==> config.mk <==
export PLATFORM = sky130hd
export DESIGN_NAME = pong_match_sequencer
export DESIGN_NICKNAME = d
export VERILOG_FILES = /design/src/rtl/pong_match_sequencer.sv
export SDC_FILE = /design/constraint.sdc
export NUM_CORES = 1
export LEC_CHECK = 0
export ABC_CLOCK_PERIOD_IN_PS = 2270
export BUFFER_PORTS_ARGS = -buffer_cell sky130_fd_sc_hd__buf_2
export CORE_UTILIZATION = 50
export DETAILED_ROUTE_END_ITERATION = 6
export GPL_TIMING_DRIVEN = 0
export MAX_ROUTING_LAYER = met4
export PLACE_DENSITY_LB_ADDON = 0.3
export SLEW_MARGIN = 30
export SYNTH_ARGS = -nofsm -noshare
export SYNTH_HDL_FRONTEND = slang
export SYNTH_SLANG_ARGS = --single-unit
==> constraint.sdc <==
create_clock -name iVGA_CLK -period 2.27 [get_ports iVGA_CLK]
set_input_delay 0.454 -clock iVGA_CLK [delete_from_list [all_inputs] [get_ports iVGA_CLK]]
set_output_delay 0.454 -clock iVGA_CLK [all_outputs]
set_load 0.005 [all_outputs]
==> src/rtl/pong_match_sequencer.sv <==
// pong_match_sequencer: match flow controller for a VGA pong game.
// It detects frame ticks on the rising edge of iVS and runs the match
// through IDLE -> SERVE -> PLAY -> POINT -> (SERVE | OVER) -> IDLE.
// It keeps both scores, the serve direction, the winner and the frame countdown.
// Optional feature macro: PONG_PAUSE_EN. It adds the PAUSE state, which freezes
// SERVE/PLAY and is toggled by rising edges of i_pause.
module pong_match_sequencer #(
    parameter int WIN_SCORE    = 9,
    parameter int SERVE_FRAMES = 60,
    parameter int POINT_FRAMES = 30,
    parameter int OVER_FRAMES  = 180
) (
    input  logic       iVGA_CLK,
    input  logic       iRST,
    input  logic       iVS,
    input  logic       i_start,
    input  logic       i_pause,
    input  logic       i_point_l,
    input  logic       i_point_r,
    output logic [2:0] o_state,
    output logic       o_physics_en,
    output logic       o_serve,
    output logic       o_serve_dir,
    output logic [3:0] o_score_l,
    output logic [3:0] o_score_r,
    output logic [1:0] o_winner,
    output logic [7:0] o_countdown
);

    typedef enum logic [2:0] {
        S_IDLE  = 3'd0,
        S_SERVE = 3'd1,
        S_PLAY  = 3'd2,
        S_POINT = 3'd3,
        S_OVER  = 3'd4,
        S_PAUSE = 3'd5
    } state_t;

    localparam logic [3:0] WIN = WIN_SCORE[3:0];
    localparam logic [7:0] SF  = SERVE_FRAMES[7:0];
    localparam logic [7:0] PF  = POINT_FRAMES[7:0];
    localparam logic [7:0] OF  = OVER_FRAMES[7:0];

    state_t     state, state_n;
    logic [7:0] cnt, cnt_n;
    logic [3:0] score_l, score_l_n, score_r, score_r_n;
    logic [1:0] winner, winner_n;
    logic       serve_dir, serve_dir_n;
    logic       serve, serve_n;
    logic       phys, phys_n;
    logic       vs_q, vs_prev;
    logic       tick;

`ifdef PONG_PAUSE_EN
    state_t     saved_state, saved_state_n;
    logic       pause_q, pause_prev;
    logic       pause_edge;

    // Register i_pause and keep its previous value so a held button toggles only once.
    always_ff @(posedge iVGA_CLK) begin
        if (iRST) begin
            pause_q    <= 1'b0;
            pause_prev <= 1'b0;
        end else begin
            pause_q    <= i_pause;
            pause_prev <= pause_q;
        end
    end

    assign pause_edge = pause_q & ~pause_prev;
`else
    // Pause is not built in. Tie the input off so the port stays connected.
    logic unused_pause;
    assign unused_pause = i_pause;
`endif

    // Register iVS once, then keep its previous value for rising-edge detection.
    always_ff @(posedge iVGA_CLK) begin
        if (iRST) begin
            vs_q    <= 1'b0;
            vs_prev <= 1'b0;
        end else begin
            vs_q    <= iVS;
            vs_prev <= vs_q;
        end
    end

    assign tick = vs_q & ~vs_prev;

    // Add one point and saturate at the winning score, so the score never wraps.
    function automatic logic [3:0] sat_inc(input logic [3:0] s);
        if (s >= WIN) return WIN;
        else          return s + 4'd1;
    endfunction

    // State register and all registered outputs.
    always_ff @(posedge iVGA_CLK) begin
        if (iRST) begin
            state     <= S_IDLE;
            cnt       <= 8'd0;
            score_l   <= 4'd0;
            score_r   <= 4'd0;
            winner    <= 2'b00;
            serve_dir <= 1'b1;
            serve     <= 1'b0;
            phys      <= 1'b0;
`ifdef PONG_PAUSE_EN
            saved_state <= S_IDLE;
`endif
        end else begin
            state     <= state_n;
            cnt       <= cnt_n;
            score_l   <= score_l_n;
            score_r   <= score_r_n;
            winner    <= winner_n;
            serve_dir <= serve_dir_n;
            serve     <= serve_n;
            phys      <= phys_n;
`ifdef PONG_PAUSE_EN
            saved_state <= saved_state_n;
`endif
        end
    end

    // Next-state logic. Every path that loads the countdown also changes state,
    // so a tick in the same cycle never decrements the new value.
    always_comb begin
        state_n     = state;
        cnt_n       = cnt;
        score_l_n   = score_l;
        score_r_n   = score_r;
        winner_n    = winner;
        serve_dir_n = serve_dir;
        serve_n     = 1'b0;
`ifdef PONG_PAUSE_EN
        saved_state_n = saved_state;
`endif
        case (state)
            S_IDLE: begin
                if (i_start) begin
                    score_l_n   = 4'd0;
                    score_r_n   = 4'd0;
                    winner_n    = 2'b00;
                    serve_dir_n = 1'b1;
                    cnt_n       = SF;
                    state_n     = S_SERVE;
                end
            end
            S_SERVE: begin
`ifdef PONG_PAUSE_EN
                if (pause_edge) begin
                    saved_state_n = S_SERVE;
                    state_n       = S_PAUSE;
                end else
`endif
                if (tick) begin
                    if (cnt <= 8'd1) begin
                        serve_n = 1'b1;
                        cnt_n   = 8'd0;
                        state_n = S_PLAY;
                    end else begin
                        cnt_n = cnt - 8'd1;
                    end
                end
            end
            S_PLAY: begin
`ifdef PONG_PAUSE_EN
                if (pause_edge) begin
                    saved_state_n = S_PLAY;
                    state_n       = S_PAUSE;
                end else
`endif
                if (i_point_l && i_point_r) begin
                    // A simultaneous score is a replayed point: no score changes.
                    cnt_n   = PF;
                    state_n = S_POINT;
                end else if (i_point_l) begin
                    score_l_n   = sat_inc(score_l);
                    serve_dir_n = 1'b0;
                    cnt_n       = PF;
                    state_n     = S_POINT;
                end else if (i_point_r) begin
                    score_r_n   = sat_inc(score_r);
                    serve_dir_n = 1'b1;
                    cnt_n       = PF;
                    state_n     = S_POINT;
                end
            end
            S_POINT: begin
                if (tick) begin
                    if (cnt <= 8'd1) begin
                        if (score_l == WIN) begin
                            winner_n = 2'b01;
                            cnt_n    = OF;
                            state_n  = S_OVER;
                        end else if (score_r == WIN) begin
                            winner_n = 2'b10;
                            cnt_n    = OF;
                            state_n  = S_OVER;
                        end else begin
                            cnt_n   = SF;
                            state_n = S_SERVE;
                        end
                    end else begin
                        cnt_n = cnt - 8'd1;
                    end
                end
            end
            S_OVER: begin
                if (tick) begin
                    if (cnt <= 8'd1) begin
                        cnt_n   = 8'd0;
                        state_n = S_IDLE;
                    end else begin
                        cnt_n = cnt - 8'd1;
                    end
                end
            end
`ifdef PONG_PAUSE_EN
            S_PAUSE: begin
                if (pause_edge) state_n = saved_state;
            end
`endif
            default: begin
                state_n = S_IDLE;
            end
        endcase
        // Physics runs only while the state stays in PLAY. It rises one cycle
        // after the serve pulse and drops on the same edge that leaves PLAY.
        phys_n = (state == S_PLAY) && (state_n == S_PLAY);
    end

    assign o_state      = state;
    assign o_physics_en = phys;
    assign o_serve      = serve;
    assign o_serve_dir  = serve_dir;
    assign o_score_l    = score_l;
    assign o_score_r    = score_r;
    assign o_winner     = winner;
    assign o_countdown  = cnt;

endmodule

=== Yosys cells after proc, flatten, opt, wreduce, memory -nomap -nowiden ===
Cells that the tools add are included.

* Flip-flop bits (word level): 26
* Output and inout port bits: 24
* Word-level logic and storage cells: 97
* Bits of input ports: 7

* Equal/unequal tests: 18
* Bitwise gates (word level): 4
* Add/sub/neg operators: 3
* Reduce and logical (&&, ||, !) cells: 13
* Muxes and demuxes: 46
* $lt $le $gt $ge: 3

{| class="wikitable"
|+ Operator list
! operator !! number
|-
| 8-bit 2-to-1 mux || 10
|-
| 3-bit 2-to-1 mux || 12
|-
| 4-bit 2-to-1 mux || 8
|-
| 8-bit one-hot mux with 4 select lines || 1
|-
| 4-bit one-hot mux with 2 select lines || 2
|-
| 3-bit one-hot mux with 5 select lines || 1
|-
| 5-bit AND reduction || 3
|-
| 2-bit inequality test (second input constant) || 7
|-
| 2-bit 2-to-1 mux || 5
|-
| 3-bit by 2-bit == test with 1-bit output (second input constant) || 3
|-
| 4-bit by 1-bit adder with 4-bit output (second input constant) || 2
|-
| 4-bit == test (second input constant) || 2
|-
| 4-bit greater-or-equal comparator (second input constant) || 2
|-
| 8-bit by 1-bit <= comparator with 1-bit output (second input constant) || 1
|-
| 4-bit AND reduction || 2
|-
| 8-bit by 1-bit subtractor with 8-bit output (second input constant) || 1
|-
| 3-bit inequality test (second input constant) || 2
|-
| 1-bit 2-to-1 mux || 5
|-
| 4-bit inequality test (second input constant) || 1
|-
| 2-bit one-hot mux with 2 select lines || 1
|-
| 2-bit nonzero test || 2
|-
| 4-bit nonzero test || 1
|-
| 3-bit by 1-bit == test with 1-bit output (second input constant) || 1
|-
| 3-bit == test (second input constant) || 1
|-
| other kinds (8) || 11
|}

=== Depth between registers and ports, before layout ===
Gate-level depths: netlist (run 1).

* Depth in word-level cells: 8
* Depth in mapped cells: 7
* Gate-level depth less buffers: 6

=== Worst setup path after synthesis (run 1) ===
OpenSTA, ideal clock, no wires.

* Path type: register to register
* Start point: reg cnt[0] (netlist: o_countdown[0])
* End point: reg winner[0] (netlist: o_winner[0])
* Period minus slack after synthesis: 1724 ps
* Arrival time: 1603 ps
* Slack: 546 ps
* Buffers on the path: 1
* Library setup time: 121 ps
* Cell stages (with the launch flop): 8
* Required time: 2149 ps
* Cells stage by stage: dfxtp_1 inv_1 ha_1 clkbuf_2 or2_2 nand4_4 a2bb2oi_2 mux2_2

* Cells in the longest elaborated chain, start to end: 3

{| class="wikitable"
|+ Ends and longest elaborated chain
! element !! line !! RTL
|-
| start, declared || 45 || <nowiki>logic [7:0] cnt, cnt_n;</nowiki>
|-
| start signal, assigned || 112 || <nowiki>cnt <= cnt_n;</nowiki>
|-
| 8-bit by 1-bit <= comparator with 1-bit output || 191 || <nowiki>if (cnt <= 8'd1) begin</nowiki>
|-
| 2-bit inequality test (no source line) || -- ||
|-
| 5-bit AND reduction (no source line) || -- ||
|-
| end signal, assigned || 115 || <nowiki>winner <= winner_n;</nowiki>
|-
| end, declared || 47 || <nowiki>logic [1:0] winner, winner_n;</nowiki>
|}

Every way passes these cells.
A chain may end at the register's enable or synchronous reset.

=== Worst setup path after layout (run 1) ===
* Start point: reg state[2] (netlist: o_state[2])
* End point: reg winner[0] (netlist: o_winner[0])

* Cells in the longest elaborated chain, start to end: 3
* Elaborated cells between the ends (all ways): 9
* Those cells by class: 5 x eq/ne; 1 x mux; 3 x reduce/logical

{| class="wikitable"
|+ Ends and longest elaborated chain
! element !! line !! RTL
|-
| start, declared || 44 || <nowiki>state_t state, state_n;</nowiki>
|-
| start signal, assigned || 111 || <nowiki>state <= state_n;</nowiki>
|-
| 3-bit by 2-bit == test with 1-bit output or 3-bit zero test (tied branches) || 138 || <nowiki>case (state)</nowiki>
|-
| 3-bit inequality test (no source line), or another cell as far along || -- ||
|-
| 5-bit AND reduction (no source line) || -- ||
|}

Several ways; a longest one is shown, not always the timed one.

==> flow_summary_export.csv, run 1 <==
group,metric,value,unit
sta,max_freq,521.7,MHz
synthesis,avgSynthCellArea,8.884,um2
die,initial_utilization,53.96,%
cts,cts_tree,"done",
drt,routed_via_density,5.786,
sta,setup_ws,0.3533,ns
grt,grt_pass1_vias,1508,
synthesis,synth.area.top_cells,"dfxtp_1 (31%), ha_1 (5.9%), a21oi_1 (5.3%)",
synthesis,synth-async-reset-ratio,0,%
finish,diodes,0,
power_and_ir_drop,max-vdd-ir-drop,0.2211,mV
sta,finalHoldViolations,0,
place,place.gp.congestion,0.8816,
die,rows,20,
sta,worst_slew_pin_slew,0.6566,ns
place,io_buffers,29,
drt,wl,3908,um
synthesis,synth_commonest_cells,"dfxtp_1 (26), a21oi_1 (18), nor2_1 (14), inv_1 (12)",
die,dieWidth,60.10,um
sta,finalMaxSlewViolations,0,
setup_path,critPathLaunchType,"flop",
synthesis,synth_fa_ha_area_share,5.930,%
grt,grt_antenna_before_repair,0,
power_and_ir_drop,pwr-share-comb,28.4,%
synthesis,synthMuxAreaShare,3.632,%
setup_path,slowest_stage,"dfxtp_1",
synthesis,ys_warn_count,0,
sta,period_share,84.44,%
die,ioPinCount,31,
setup_path,cp_slowest_stage_delay,0.38,ns
place,hpwl,2892,um
synthesis,synth-seq-area-share,30.84,%
cts,numCtsBuffers,3,
finish,fin_util,61.08,%
synthesis,synth_top_flop_cell,"dfxtp_1",
power_and_ir_drop,p_per_area,520.2,mW/mm2
sta,finalCriticalPeriod,1.917,ns
sta,max-slew-margin-rel,56.11,%
drt,drt_iter0_markers,78,
synthesis,synth_top_area_cell,"dfxtp_1",
synthesis,yosysMostFrequentCell,"dfxtp_1",
worst_hold_path,hp-class,"primary input to flop",
grt,grt-ovfl-total,0,
synthesis,synth_edf_count,0,
synthesis,synth-compound-area-share,25.06,%
place,dp.cells,263,
cts,clk_pin_slew,0.15,ns
synthesis,synthCells,190,
cts,h-tree-depth,1,
drt,vias,1539,
sta,rsz0062_at_grt,"false",
sta,finalSetupViolations,0,
cts,hold_buffers,0,
finish,post_layout_nonfiller_instances,266,
die,dieArea,0.003612,mm2
sta,finClkSkew,0.008618,ns
finish,multi_input_area,0.001067,mm2
cts,cts.sinks,26,
power_and_ir_drop,clockPowerShare,21.1,%
setup_path,worstPathCellList,"clkbuf_1, nand3b_1, a21oi_1, a2bb2oi_2, mux2_2",
power_and_ir_drop,p_leak,0.7766,nW
sta,fin_setup_tns,0,ns
flow_run,maxCapViolCount,0,
setup_path,critPathRequiredTime,2.52,ns
synthesis,yosys.area_share.simple,27.58,%
place,preCtsSetupSlack,0.3733,ns
synthesis,syn-num-nets,205,
cts,clk_latency,0.34,ns
finish,register_area,520.5,um2
drt,avgRoutedWirePerCell,14.69,um
power_and_ir_drop,p_int,666.7,uW
setup_path,critPathKind,"flop to flop",
run_status,outcome,"finished, final reports clean",
finish,area_delta_synth_final,13.19,%
synthesis,synth_xor_area_share,1.038,%
drt,drt_pass1_iterations,4,
finish,fillCellCount,306,
die,die_h,60.10,um
setup_path,endpoint_kind,"flop",
setup_path,arrival,2.16,ns
cts,clk_path_buf_depth,2,
power_and_ir_drop,sw_frac_of_total,32.93,%
power_and_ir_drop,p_switching,327.3,uW
synthesis,netlist_area,0.001688,mm2
finish,drive_gt1_share,26.13,%
synthesis,ys_ff_latch,26,
die,core,0.003128,mm2
grt,grtUsageTotal,25.39,%
drt,drc,0,
grt,grt_max_degree,14,
setup_path,crit_fanout,10,
grt,grt_pass1_wl,6734,um
synthesis,synth_top_family_by_area,"simple AND/OR/NAND/NOR gates",
synthesis,post-synth-top-area-fraction,30.84,%
cts,cts_setup_buffers,0,
drt,drtAntennaViolNets,0,
cts,cts_resized,0,
finish,nNetsFinal,239,
synthesis,synth.distinct_cells,61,
cts,cts_root_buf,"clkbuf_4",
power_and_ir_drop,p_seq_share,50.6,%
## power groups by stage
stage | clock network [mW] | logic (mW) | registers, mW
after floorplan | 0 | 0.213 | 0.509
after global placement | 0 | 0.278 | 0.512
after detailed placement | 0 | 0.279 | 0.512
after CTS | 0.212 | 0.281 | 0.502
after global routing | 0.227 | 0.314 | 0.506
final | 0.209 | 0.282 | 0.503
## state kept, by name, summed over array words and instances, names as in the netlist
register	flops
o_countdown	8
o_physics_en	1
o_score_l	4
o_score_r	4
o_serve	1
o_serve_dir	1
o_state	3
o_winner	2
vs_prev	1
vs_q	1
## area by class of cell
| type | count | area share, % |
|---|---|---|
| multi-input combinational | 143 | 55.86 |
| timing repair buffer | 29 | 7.597 |
| inverter | 12 | 2.358 |
| tap | 44 | 2.881 |
| clock buffer | 3 | 1.179 |
| sequential | 26 | 27.24 |
| buffer | 9 | 2.881 |
## cells in the final DEF, fill, tap and decap left out, drive strengths merged, types with 2 or more instances in the layout
cell type	count
a211o	2
a211oi	2
a21o	2
a21oi	18
a221oi	2
a311oi	2
buf	33
clkbuf	8
dfxtp	26
ha	8
inv	12
mux2i	5
nand2	8
nand2b	3
nand3	5
nand3b	4
nand4	2
nand4b	2
nor2	14
nor2b	5
nor3	8
nor4	2
nor4b	2
o2111ai	2
o21a	3
o21ai	5
o221a	2
o22ai	2
o31ai	2
o32a	2
o32ai	2
or2	5
or3b	4
xnor2	2
## final timing paths
path	start	cells after the start	end	slack, ns
setup reg to reg	o_state[2]	5	o_winner[0]	0.35
hold reg to reg	o_serve_dir	2	o_serve_dir	0.47
hold / removal	iVS	2	vs_q	0.33
setup / recovery	o_state[2]	5	o_winner[0]	0.35
## metal layers
metal | part of all wire (%) | vias up | wire length (um) | global-route usage, %
met3 | 2.3 | 5 | 91 | 3.247
li1 | - | 776 | - | -
met2 | 49 | 28 | 1928 | 41.92
met5 | 0 | - | 0 | -
met4 | 1.1 | 0 | 42 | 6.645
met1 | 47 | 730 | 1845 | 32.41
## through the flow
stage          power [mW]  hold WS, ns  area, um2
4_1_cts            0.9950       0.3295       1911
3_3_place_gp       0.7895       0.4476       1888
2_1_floorplan      0.7227       0.4447       1688
6_report           0.9939       0.3313       1911
3_5_place_dp       0.7919       0.4484       1888
5_1_grt             1.047       0.3275       1911
## worst max-delay path, delay by kind of cell (launching register included)
family	cells	cell delay, ns
flip-flops	1	0.38
AO/OA/AOI/OAI	2	0.55
buffers and inverters	1	0.22
AND/OR/NAND/NOR	1	0.34
multiplexers	1	0.35
## cell families (layout without fill, tap and decap cells)
group / count (synthesis) / count (layout)
DFF: 26 / 26
buffers and inverters: 21 / 53
xor gates and xnor gates: 2 / 2
AOI/OAI and AO/OA: 56 / 56
muxes: 6 / 6
and+or+nand+nor: 71 / 71
adders and majority gates: 8 / 8
No activity file was read; power rests on OpenSTA's default activity.
==> inputs of run 2 (changes only) <==
- ABC_AREA: default -> 1
- ABC_CLOCK_PERIOD_IN_PS: 2270 -> 1700
- CORE_UTILIZATION: 50 -> 49
- clock period: 2.27 -> 1.7 ns (I/O delays scaled with it)
==> run 2 against run 1 <==
Critical path depth is 4 higher. Worst hold slack worse by 0.14 ns. Combinational power is 100% higher. Sequential cell count stayed put. Count of clock-buffer cells in the layout is 1 higher. Setup slack worse by 0.19 ns. Routed wire length is 11% lower. Maximum frequency is 25% higher. Highest routed layer unchanged. First-iteration DRC count is 2.6% higher. Synthesized cell count is 29% higher. Cell count is 22% higher. Global-route usage is 2.3 points lower. Critical endpoint is now o_state[1].
==> flow_summary_export.csv, run 2 <==
group,metric,value,unit
run_status,outcome,"finished, final reports clean",
drt,drtAntennaViolNets,0,
grt,grt_pass1_wl,6003,um
finish,register_area,523.0,um2
sta,finalMaxSlewViolations,0,
setup_path,cp-endpoint,"o_state[1]",
place,hpwl,2680,um
grt,grtUsageTotal,23.12,%
sta,finalHoldViolations,0,
finish,area_delta_synth_final,17.66,%
cts,cts.sinks,26,
place,dp.cells,318,
setup_path,reg2reg_setup_slack,0.17,ns
sta,worst_slew_pin_slew,0.5358,ns
synthesis,synth_commonest_cells,"nand2_1 (61), inv_1 (33), nor2_1 (31), dfxtp_1 (26)",
setup_path,worstPathBufferInverterCount,3,
synthesis,yosysMostFrequentCell,"nand2_1",
power_and_ir_drop,finalPower,1.592,mW
synthesis,synth_edf_count,0,
finish,drive_gt1_share,23.84,%
setup_path,cp_slowest_stage_delay,0.35,ns
grt,grt-ovfl-total,0,
grt,grt_antenna_before_repair,0,
sta,finClkSkew,0.01313,ns
cts,cts_root_buf,"clkbuf_4",
drt,wl,3471,um
sta,max_freq,652.5,MHz
die,die_h,58.79,um
setup_path,worst_r2r_endpoint,"o_state[1]",
setup_path,critPathRequiredTime,1.98,ns
power_and_ir_drop,p_leak,0.9285,nW
place,io_buffers,29,
cts,clk_pin_slew,0.15,ns
synthesis,synth.distinct_cells,25,
setup_path,cp_common_cell,"inv_1",
setup_path,endpoint_kind,"flop",
synthesis,netlist_area,0.001580,mm2
setup_path,worstPathCellList,"inv_1, ha_4, or2_4, nand4_1, buf_4, or2_1, nand3_1, nand2_1, inv_1",
synthesis,synth-seq-area-share,32.94,%
finish,nNetsFinal,297,
die,rows,20,
synthesis,synth_top_area_cell,"dfxtp_1",
drt,drc,0,
setup_path,cp.depth,9,
synthesis,post-synth-top-area-fraction,32.94,%
finish,final_cell_mix,"nand2_1 (60), inv_1 (32), nor2_1 (31)",
finish,multi_input_area,914.6,um2
setup_path,critPathLaunchType,"flop",
finish,fillCellCount,327,
cts,clk_path_buf_depth,2,
drt,drt_pass1_iterations,5,
setup_path,slowest_stage,"dfxtp_2",
cts,clk_latency,0.33,ns
die,dieArea,0.003456,mm2
flow_run,maxCapViolCount,0,
setup_path,crit_fanout,4,
worst_hold_path,hp-class,"primary input to flop",
sta,finalCriticalPeriod,1.533,ns
finish,largest_register_ff_count,8,
finish,final_common_cell,"nand2_1",
die,dieWidth,58.79,um
cts,numCtsBuffers,3,
drt,avgRoutedWirePerCell,10.68,um
die,core,0.003053,mm2
cts,h-tree-depth,1,
drt,drt_iter0_markers,80,
sta,period_share,90.15,%
synthesis,synth_top_flop_cell,"dfxtp_1",
drt,vias,1621,
finish,diodes,0,
power_and_ir_drop,p_per_area,856.2,mW/mm2
setup_path,reg2reg_depth,9,
synthesis,avgSynthCellArea,6.450,um2
die,initial_utilization,51.76,%
finish,post_layout_nonfiller_instances,325,
power_and_ir_drop,max-vdd-ir-drop,0.4055,mV
grt,grt_pass1_vias,1445,
synthesis,synth-async-reset-ratio,0,%
synthesis,synth.area.top_cells,"dfxtp_1 (33%), nand2_1 (14%), inv_1 (7.8%)",
setup_path,crit_start,"o_countdown[1]",
setup_path,rr_startpoint,"o_countdown[1]",
setup_path,critical-path-top-delay-family,"simple AND/OR/NAND/NOR gates",
synthesis,ys_ff_latch,26,
setup_path,arrival,1.81,ns
synthesis,synthCells,245,
die,ioPinCount,31,
drt,routed_via_density,4.988,
place,place.gp.congestion,0.9170,
sta,max-slew-margin-rel,64.28,%
sta,finalSetupViolations,0,
synthesis,ys_warn_count,0,
setup_path,critPathKind,"flop to flop",
cts,cts_tree,"done",
grt,grt_max_degree,15,
synthesis,syn-num-nets,260,
run 2: cell count changes in the layout (fill, tap and decap cells not counted), sizes merged, moves of 15 or more:
cell,previous run,this run
inv,12,41
nand2,8,65
nand3,5,20
nor2,14,36
o21ai,5,20
run 2: layout make-up:
type	instances	share of cell area (%)
Tap cell	44	2.961
Buffer	2	0.4711
Multi-Input combinational cell	176	49.19
Clock buffer	4	1.952
Inverter	41	8.277
Sequential cell	26	28.13
Timing Repair Buffer	32	9.018
run 2: power breakdown:
part           total (mW)  internal, mW  switching, mW
Combinational       0.565         0.217          0.348
Sequential          0.707         0.662         0.0453
Clock               0.320         0.131          0.189
Total                1.59          1.01          0.582
run 2: worst min-delay path by stage:
| stage | startpoint | end | depth (start not counted) |
|---|---|---|---|
| 2_1_floorplan | iRST | o_score_r[3] | 1 |
| 3_3_place_gp | vs_q | vs_prev | 2 |
| 3_5_place_dp | vs_q | vs_prev | 2 |
| 4_1_cts | iVS | vs_q | 3 |
| 5_1_grt | iVS | vs_q | 3 |
| 6_report | iVS | vs_q | 3 |
run 2: cell families after synthesis:
family / after synthesis / synth area share (%)
fa+ha+maj: 8 / 6.334
compound gates: 39 / 13.14
buf+inv: 43 / 10.29
simple gates: 129 / 37.29
flops: 26 / 32.94
run 2: worst min-delay path, delay by kind of cell:
kind	cells	cell delay, ns
buffers and inverters	2	0.14
AND/OR/NAND/NOR	1	0.03
run 2: timing repair:
item / CTS / global route
gates cloned: 0 / 0
endpoints found under the setup margin: 5 / 10
pin swaps: 0 / 2
hold buffers: 0 / 0
setup buffers: 2 / 1
resized for setup: 3 / 4
run 2: per-layer routing:
layer / global-route usage, % / up-vias / wire length (um)
met5: - / - / 0
met4: 9.524 / 0 / 53
met3: 3.077 / 7 / 132
met2: 38.31 / 36 / 1638
met1: 28.22 / 727 / 1646
li1: - / 851 / -
run 2: through the flow:
step,utilization (%),setup TNS (ns),hold WS [ns],cell area (um2),worst slack (ns)
floorplan,-,0,0.4024,1580,0.1196
global placement,58.32,-0.08409,0.4190,1780,-0.03331
detailed placement,58.32,-0.1567,0.4192,1780,-0.06405
CTS,60.16,0,0.1943,1837,0.01353
global route,60.90,-0.009949,0.1922,1859,-0.009949
finish,60.90,0,0.1942,1859,0.1674
==> inputs of run 3 (changes only) <==
- CORE_UTILIZATION: 49 -> 40
==> run 3 against run 2 <==
Register-to-register slack got worse by 0.09 ns. Combinational power down 0.7%. Count of clock-buffer cells in the layout down 1. Maximum frequency shrank 5.7%. Setup slack lost 0.092 ns. Die area rose by 22%.
==> flow_summary_export.csv, run 3 (synthesized netlist as in run 2, its figures left out) <==
group,metric,value,unit
finish,largest_register_ff_count,8,
finish,area_delta_synth_final,19.79,%
cts,h-tree-depth,1,
finish,fin_area,0.001893,mm2
grt,grt.met2_usage,31.51,%
setup_path,critPathLaunchType,"flop",
setup_path,critical-path-top-delay-family,"simple AND/OR/NAND/NOR gates",
cts,clk_pin_slew,0.10,ns
drt,drt_pass1_iterations,4,
setup_path,worstPathBufferInverterCount,3,
setup_path,endpoint_kind,"flop",
power_and_ir_drop,p_switching,604.1,uW
die,rows,22,
cts,cts.sinks,26,
die,dieWidth,64.86,um
power_and_ir_drop,max-vdd-ir-drop,0.5790,mV
die,core,0.003716,mm2
finish,post_layout_nonfiller_instances,328,
grt,grt.met1_usage,22.64,%
die,dieArea,0.004206,mm2
grt,grt_pass1_wl,5934,um
drt,drt_iter0_markers,102,
grt,grtUsageTotal,18.61,%
setup_path,arrival,1.82,ns
cts,clk_latency,0.28,ns
setup_path,critPathKind,"flop to flop",
setup_path,cp_slowest_stage_delay,0.36,ns
sta,max_freq,615.4,MHz
die,initial_utilization,42.53,%
drt,wl,3471,um
sta,period_share,95.58,%
power_and_ir_drop,p_leak,0.9402,nW
power_and_ir_drop,p_int,1.182,mW
grt,grt_max_degree,16,
cts,cts_tree,"done",
flow_run,maxCapViolCount,0,
grt,gr-usage-met3,3.697,%
cts,clk_path_buf_depth,2,
drt,vias,1567,
die,ioPinCount,31,
power_and_ir_drop,p_seq_share,39.6,%
place,placed_area,0.001785,mm2
setup_path,cp_common_cell,"inv_1",
place,dp.cells,322,
setup_path,crit_fanout,4,
sta,worst_slew_pin_slew,0.4855,ns
cts,numCtsBuffers,3,
worst_hold_path,hp-class,"primary input to flop",
grt,grt-ovfl-total,0,
place,hpwl,2688,um
sta,finalMaxSlewViolations,0,
setup_path,worstPathCellList,"inv_1, ha_2, or2_2, nand4_1, buf_4, or2_1, nand3_1, nand2_1, inv_1",
sta,max-slew-margin-rel,67.64,%
finish,fin_util,50.94,%
power_and_ir_drop,clockPowerShare,29.0,%
finish,drive_gt1_share,23.57,%
drt,drc,0,
sta,fin_setup_tns,0,ns
setup_path,slowest_stage,"dfxtp_2",
sta,finalCriticalPeriod,1.625,ns
power_and_ir_drop,finalPower,1.786,mW
cts,hold_buffers,0,
run_status,outcome,"finished, final reports clean",
grt,grt_pass1_vias,1385,
power_and_ir_drop,pwr-share-comb,31.4,%
sta,finalSetupViolations,0,
power_and_ir_drop,p_per_area,943.6,mW/mm2
power_and_ir_drop,sw_frac_of_total,33.82,%
die,die_h,64.86,um
drt,drtAntennaViolNets,0,
place,preCtsSetupSlack,-0.08043,ns
cts,cts_root_buf,"clkbuf_8",
place,io_buffers,29,
grt,grt_antenna_before_repair,0,
finish,nNetsFinal,296,
place,place.gp.congestion,0.8373,
sta,finClkSkew,0.01101,ns
finish,final_common_cell,"nand2_1",
sta,finalHoldViolations,0,
drt,routed_via_density,4.777,
setup_path,critPathRequiredTime,1.89,ns
drt,avgRoutedWirePerCell,10.58,um
finish,fillCellCount,410,
sta,hold_slack,0.2555,ns
grt,busiest_layer,"met2",
finish,final_cell_mix,"nand2_1 (59), inv_1 (33), nor2_1 (31)",
finish,diodes,0,
sta,setup_ws,0.07516,ns
==> run 3: layer usage <==
metal,part of all wire [%],up-vias
li1,-,843
met1,49,699
met2,47,23
met3,3.3,2
met4,0.66,0
met5,0,-
==> run 3: final timing paths <==
check,start,cells past startpoint,end,slack [ns]
setup / recovery,o_countdown[0],9,o_state[1],0.08
hold / removal,iVS,3,vs_q,0.26
setup reg to reg,o_countdown[0],9,o_state[1],0.08
hold reg to reg,vs_q,2,vs_prev,0.44
==> run 3: final cells by class <==
cell class / instances / area, um2 / share of cell area [%]
plain buffers: 2 / 8.758 / 0.4627
inverters: 41 / 153.9 / 8.130
repair buffers: 31 / 160.2 / 8.460
flip-flops and latches: 26 / 521.8 / 27.56
well taps: 48 / 60.06 / 3.172
clock inverters: 1 / 30.03 / 1.586
multi-input cells: 176 / 917.1 / 48.45
clock buffers: 3 / 41.29 / 2.181
==> run 3: power by group through the flow <==
stage          Clock [mW]  Combinational [mW]  Sequential, mW
2_1_floorplan           0               0.387           0.719
3_3_place_gp            0               0.522           0.721
3_5_place_dp            0               0.526           0.721
4_1_cts             0.532               0.535           0.708
5_1_grt             0.552               0.650           0.715
6_report            0.517               0.561           0.708
==> run 3: worst reg2reg max path, stage by stage (launching register included) <==
cell and delay (ns):
dfxtp_2 0.36, inv_1 0.08, ha_2 0.21, or2_2 0.34
nand4_1 0.13, buf_4 0.14, or2_1 0.12, nand3_1 0.06
nand2_1 0.06, inv_1 0.03
==> run 3: timing repair <==
| action | CTS | global route |
|---|---|---|
| gates resized for setup | 2 | 5 |
| endpoints found under the setup margin | 6 | 8 |
| setup buffers | 1 | 1 |
